File: src/rtl/seqdet_ctrl.sv
// Frame controller for the serial sequence detector: clears the detector at frame
// start, serialises words MSB-first with a valid strobe and counts detector hits.
module seqdet_ctrl #(
    parameter int W     = 8,
    parameter int CNT_W = 8
) (
    input  logic             i_clk,
    input  logic             i_rst_n,
    input  logic             i_in_valid,
    input  logic [W-1:0]     i_in_data,
    input  logic             i_in_last,
    output logic             o_in_ready,
    output logic             o_det_clr,
    output logic             o_det_vld,
    output logic             o_det_x,
    input  logic             i_det_z,
    output logic [CNT_W-1:0] o_hit_count,
    output logic             o_done,
    output logic             o_busy
);
    localparam int               IDX_W   = (W > 1) ? $clog2(W) : 1;
    localparam logic [IDX_W-1:0] IDX_TOP = IDX_W'(W - 1);
    localparam logic [CNT_W-1:0] CNT_MAX = '1;

    typedef enum logic [2:0] {
        S_IDLE,
        S_CLR,
        S_SHIFT,
        S_WAIT,
        S_DRAIN,
        S_DONE
    } state_t;

    state_t           r_state;
    state_t           w_state_nxt;
    logic [W-1:0]     r_shift;
    logic [W-1:0]     w_shift_nxt;
    logic [IDX_W-1:0] r_idx;
    logic [IDX_W-1:0] w_idx_nxt;
    logic             r_last;
    logic             w_last_nxt;
    logic             r_det_clr;
    logic             r_det_vld;
    logic             r_det_x;
    logic             r_vld_d;
    logic             r_done;
    logic [CNT_W-1:0] r_hit_count;
    logic             w_ready;
    logic             w_accept;
    logic             w_final_bit;

    assign w_final_bit = (r_idx == '0);
    assign w_ready     = (r_state == S_IDLE) || (r_state == S_WAIT) ||
                         ((r_state == S_SHIFT) && w_final_bit && !r_last);
    assign w_accept    = i_in_valid && w_ready;

    always_ff @(posedge i_clk or negedge i_rst_n) begin
        if (!i_rst_n) begin
            r_state <= S_IDLE;
            r_shift <= '0;
            r_idx   <= '0;
            r_last  <= 1'b0;
        end else begin
            r_state <= w_state_nxt;
            r_shift <= w_shift_nxt;
            r_idx   <= w_idx_nxt;
            r_last  <= w_last_nxt;
        end
    end

    // A reload on the final bit keeps SHIFT so the next MSB follows with no gap.
    always_comb begin
        w_state_nxt = r_state;
        w_shift_nxt = r_shift;
        w_idx_nxt   = r_idx;
        w_last_nxt  = r_last;
        case (r_state)
            S_IDLE: begin
                if (w_accept) begin
                    w_shift_nxt = i_in_data;
                    w_last_nxt  = i_in_last;
                    w_state_nxt = S_CLR;
                end
            end
            S_CLR: begin
                w_idx_nxt   = IDX_TOP;
                w_state_nxt = S_SHIFT;
            end
            S_SHIFT: begin
                if (!w_final_bit) begin
                    w_shift_nxt = {r_shift[W-2:0], 1'b0};
                    w_idx_nxt   = r_idx - IDX_W'(1);
                end else if (r_last) begin
                    w_state_nxt = S_DRAIN;
                end else if (w_accept) begin
                    w_shift_nxt = i_in_data;
                    w_last_nxt  = i_in_last;
                    w_idx_nxt   = IDX_TOP;
                end else begin
                    w_state_nxt = S_WAIT;
                end
            end
            S_WAIT: begin
                if (w_accept) begin
                    w_shift_nxt = i_in_data;
                    w_last_nxt  = i_in_last;
                    w_idx_nxt   = IDX_TOP;
                    w_state_nxt = S_SHIFT;
                end
            end
            S_DRAIN: w_state_nxt = S_DONE;
            S_DONE:  w_state_nxt = S_IDLE;
            default: w_state_nxt = S_IDLE;
        endcase
    end

    // Detector-facing outputs are registered from the next state, so they line up
    // with the state they belong to.
    always_ff @(posedge i_clk or negedge i_rst_n) begin
        if (!i_rst_n) begin
            r_det_clr <= 1'b0;
            r_det_vld <= 1'b0;
            r_det_x   <= 1'b0;
            r_done    <= 1'b0;
            r_vld_d   <= 1'b0;
        end else begin
            r_det_clr <= (w_state_nxt == S_CLR);
            r_det_vld <= (w_state_nxt == S_SHIFT);
            r_det_x   <= (w_state_nxt == S_SHIFT) && w_shift_nxt[W-1];
            r_done    <= (w_state_nxt == S_DONE);
            r_vld_d   <= r_det_vld;
        end
    end

    // det_z is Moore and lags its bit by one cycle, hence qualification by r_vld_d.
    always_ff @(posedge i_clk or negedge i_rst_n) begin
        if (!i_rst_n) begin
            r_hit_count <= '0;
        end else if (r_state == S_CLR) begin
            r_hit_count <= '0;
        end else if (r_vld_d && i_det_z && (r_hit_count != CNT_MAX)) begin
            r_hit_count <= r_hit_count + CNT_W'(1);
        end
    end

    assign o_in_ready  = w_ready;
    assign o_det_clr   = r_det_clr;
    assign o_det_vld   = r_det_vld;
    assign o_det_x     = r_det_x;
    assign o_hit_count = r_hit_count;
    assign o_done      = r_done;
    assign o_busy      = (r_state != S_IDLE);

endmodule

File: config.mk
export PLATFORM = sky130hd
export DESIGN_NAME = seqdet_ctrl
export DESIGN_NICKNAME = d
export VERILOG_FILES = /design/src/rtl/seqdet_ctrl.sv
export SDC_FILE = /design/constraint.sdc
export NUM_CORES = 1
export LEC_CHECK = 0
export BUFFER_PORTS_ARGS = -buffer_cell sky130_fd_sc_hd__buf_4
export CAP_MARGIN = 15
export CELL_PAD_IN_SITES_DETAIL_PLACEMENT = 1
export CELL_PAD_IN_SITES_GLOBAL_PLACEMENT = 1
export CORE_MARGIN = 2
export CORE_UTILIZATION = 44
export CTS_CLUSTER_SIZE = 14
export DETAILED_ROUTE_END_ITERATION = 6
export PLACE_DENSITY = 0.9
export SYNTH_ARGS = -nofsm -noshare
export SYNTH_HDL_FRONTEND = slang
export SYNTH_SLANG_ARGS = --single-unit
File: constraint.sdc
create_clock -name i_clk -period 5.8 [get_ports i_clk]
set_clock_uncertainty 0.2 [all_clocks]
set_input_delay 0.58 -clock i_clk [delete_from_list [all_inputs] [get_ports i_clk]]
set_output_delay 0.58 -clock i_clk [all_outputs]
set_load 0.01 [all_outputs]
==> metrics.md <==
| Metric | Value |
|---|---|
| Worst Hold Class | flip-flop to flip-flop |
| Max-Cap Viols | 0 |
| Hold buffers post-CTS | 1 |
| RD Place Congestion | 0.784 |
| Buffers and inverters on the worst path | 2 |
| Final hold vios | 0 |
| Clk_lat worst skew | 0.31 ns |
| Total grt overflow | 0 |
| Mapped cell area | 1450 µm² |
| Vias in the first global route | 1222 |
| Flop pwr share | 43.6% |
| Syn Nets | 168 |
| Achievable Freq | 361 MHz |
| Antenna Nets Post-Route | 0 |
| I/O Buffers | 26 |
| Data required, critical path | 5.02 ns |
| Seq/Total Area, Yosys | 48.2% |
| Avg WL per Cell | 14.6 µm |
| Cells along the critical path | inv_1, ha_1, ha_1, nand2b_1, and2_1, nor3_1, buf_4 |
| CTS H-tree lvls | 1 |
| Clock tree root driver cell | clkbuf_4 |
| Drt drc | 0 |
| Synth area leaders | dfrtp_1 48%, nor2_1 4.1%, a21oi_1 3.4% |
| P_int | 0.000450 W |
| Num CTS Buffers | 3 |
| # diodes | 0 |
| #FFs+latches synth | 28 |
| Gr usage total | 20.0% |
| Avg Inst Size Synth | 9.57 µm² |
| Delay-heaviest family, CP | simple AND/OR/NAND/NOR gates |
| Reg-to-reg startpoint | r_idx[0]$_DFFE_PN0P_ |
| CP Capture Type | primary output |
| Primary FF master, synth | dfrtp_1 |
| Fin nets | 194 |
| CP peak stage delay | 0.39 ns |
| Slew HR | 35.3% |
| Post-synth top area share | 48.2% |
| Unrepaired setup endpoints after global routing | no |
| Combinational Power Share | 46.2% |
| Core area | 3100 µm² |
| # rows | 20 |
| Slew Viols, Final | 0 |
| Final design utilization | 55.2% |
| Final WL | 3220 µm |
| Number of synthesized flops with an enable pin | 0 |
| Count leader, synth | dfrtp_1 |
| Ys async rst share | 100% |
| Crit path time final | 2.77 ns |
| Io pins | 27 |
| Drt initial violations | 49 |
| Fin cells | 220 |
| Worst-Margin Slew | 0.962 ns |
| CTS resizes | 0 |
| Yosys warns | 0 |
| Mapped Cells | 152 |
| Final Cycle Share | 47.7% |
| Setup-failing EPs final | 0 |
| Largest net degree at the start of global routing | 29 |
| Slowest CP cell | dfrtp_1 |
| TritonRoute pass-1 iters | 5 |
| Post-synth cell types | 41 |
| Worst EP arrival | 1.99 ns |
| Worst path most repeated cell | ha_1 |
| Switching Power | 0.000311 W |
| Placed insts | 216 |
| Sw Ratio | 40.8% |
| Post-synth top cells | 28 x dfrtp_1, 16 x nor2_1, 13 x inv_1, 10 x a21oi_1, 9 x o21ai_1 |
| Cell Pwr Density | 444 nW/µm² |
| Outcome | finished clean |
| Pleak | 0.779 nW |
| Post-CTS setup buffers | 0 |
| Min-Delay Startpoint | o_det_vld$_DFF_PN0_ |
| Share of cells above drive strength 1 | 19.3% |
| Clk slew on worst S/H paths | 0.14 ns |
| Worst vdd ir | 0.000148 V |
| Critical-path maximum fanout | 11 |
| Via count | 1221 |
| Fillers | 386 |
| Via/cell ratio | 5.55 |
| Area Overhead vs Synth | 17.8% |
| Setup tns final | 0 ns |
| First-pass GRT wire length | 5680 µm |
| CP Class | flip-flop to primary output |
| Die width | 61.5 µm |
| Cell taking the most area after synthesis | dfrtp_1 |
| Clock power share | 10.2% |
| Critical Path Start | r_idx[0]$_DFFE_PN0P_ |
| Clock sinks | 28 |
| Die Y | 61.5 µm |
| HPWL Detailed | 2430 µm |
| Antenna violations before repair | 0 |
| Maximum clock path buffer count | 2 |
| Initial Util | 46.9% |
| CTS tree | done |
| Crit start category | flip-flop |
| Die ar. | 3780 µm² |
routing by layer:
layer  GRT usage (%)  up-vias  wire, µm
li1                -      594         -
met1            27.5      606      1450
met2            32.6       17      1630
met3            2.94        4        97
met4            6.08        0        40
met5               0        -         0
cells in the final DEF (no fill, tap or decap), types with 4 or more instances in the layout:
cell,instances
nand3_1,5
nor2_1,16
inv_1,13
nor2b_1,4
nand2b_1,5
o21ai_1,9
a21oi_1,10
a22oi_1,6
dfrtp_1,28
buf_4,26
flip-flops by register name, indices dropped and copies added (netlist names):
register     cells
o_det_clr        1
o_det_vld        1
o_det_x          1
o_done           1
o_hit_count      8
r_idx            3
r_last           1
r_shift          8
r_state          3
r_vld_d          1
worst register-to-register path, stage by stage, from the launching register on:
cell and delay [ns]:
dfrtp_1 0.39, inv_1 0.08, ha_1 0.15, ha_1 0.36, nand2b_1 0.17, a2111oi_4 0.65
a22oi_2 0.19, a21oi_2 0.16
final timing paths:
| kind | endpoint | slack (ns) | cells past startpoint |
|---|---|---|---|
| setup reg to reg | o_det_x$_DFF_PN0_ | 3.38 | 7 |
| setup / recovery | o_in_ready | 3.03 | 7 |
| min in group asynchronous | o_done$_DFF_PN0_ | 0.50 | 2 |
| hold / removal | r_vld_d$_DFF_PN0_ | 0.20 | 0 |
| hold reg to reg | r_vld_d$_DFF_PN0_ | 0.20 | 0 |
| max in group asynchronous | o_hit_count[6]$_DFFE_PN0P_ | 4.65 | 2 |
power groups by stage:
stage | sequential (W) | combinational (W) | clock, W
floorplan | 0.000322 | 0.000242 | 0
global placement | 0.000329 | 0.000335 | 0
detailed placement | 0.000337 | 0.000355 | 0
CTS | 0.000333 | 0.000358 | 0.0000797
global route | 0.000344 | 0.000405 | 0.0000909
finish | 0.000332 | 0.000351 | 0.0000776
metrics by stage:
stage / total power, W / hold slack, ns / setup slack [ns] / cell area, µm²
2_1_floorplan: 0.000564 / 0.0844 / 3.77 / 1450
6_report: 0.000761 / 0.200 / 3.03 / 1710
3_5_place_dp: 0.000692 / 0.176 / 3.41 / 1680
4_1_cts: 0.000771 / 0.207 / 3.01 / 1710
3_3_place_gp: 0.000664 / 0.160 / 3.49 / 1680
5_1_grt: 0.000840 / 0.213 / 2.85 / 1710
layout make-up:
cell class,instances,area (µm²),area share [%]
Clock buffer,3,22.5,1.31
Inverter,14,52.6,3.07
Multi-Input combinational cell,104,677,39.5
Sequential cell,28,701,40.9
Tap cell,44,55.1,3.21
Timing Repair Buffer,27,205,12.0
cells by family after synthesis:
group | Yosys count | share of synthesized area [%]
simple gates | 53 | 19.8
compound gates | 41 | 19.7
flops | 28 | 48.2
buf+inv | 20 | 5.25
xor+xnor | 4 | 2.41
mux | 3 | 2.07
fa+ha+maj | 3 | 2.58
(Power assumes the default switching activity.)
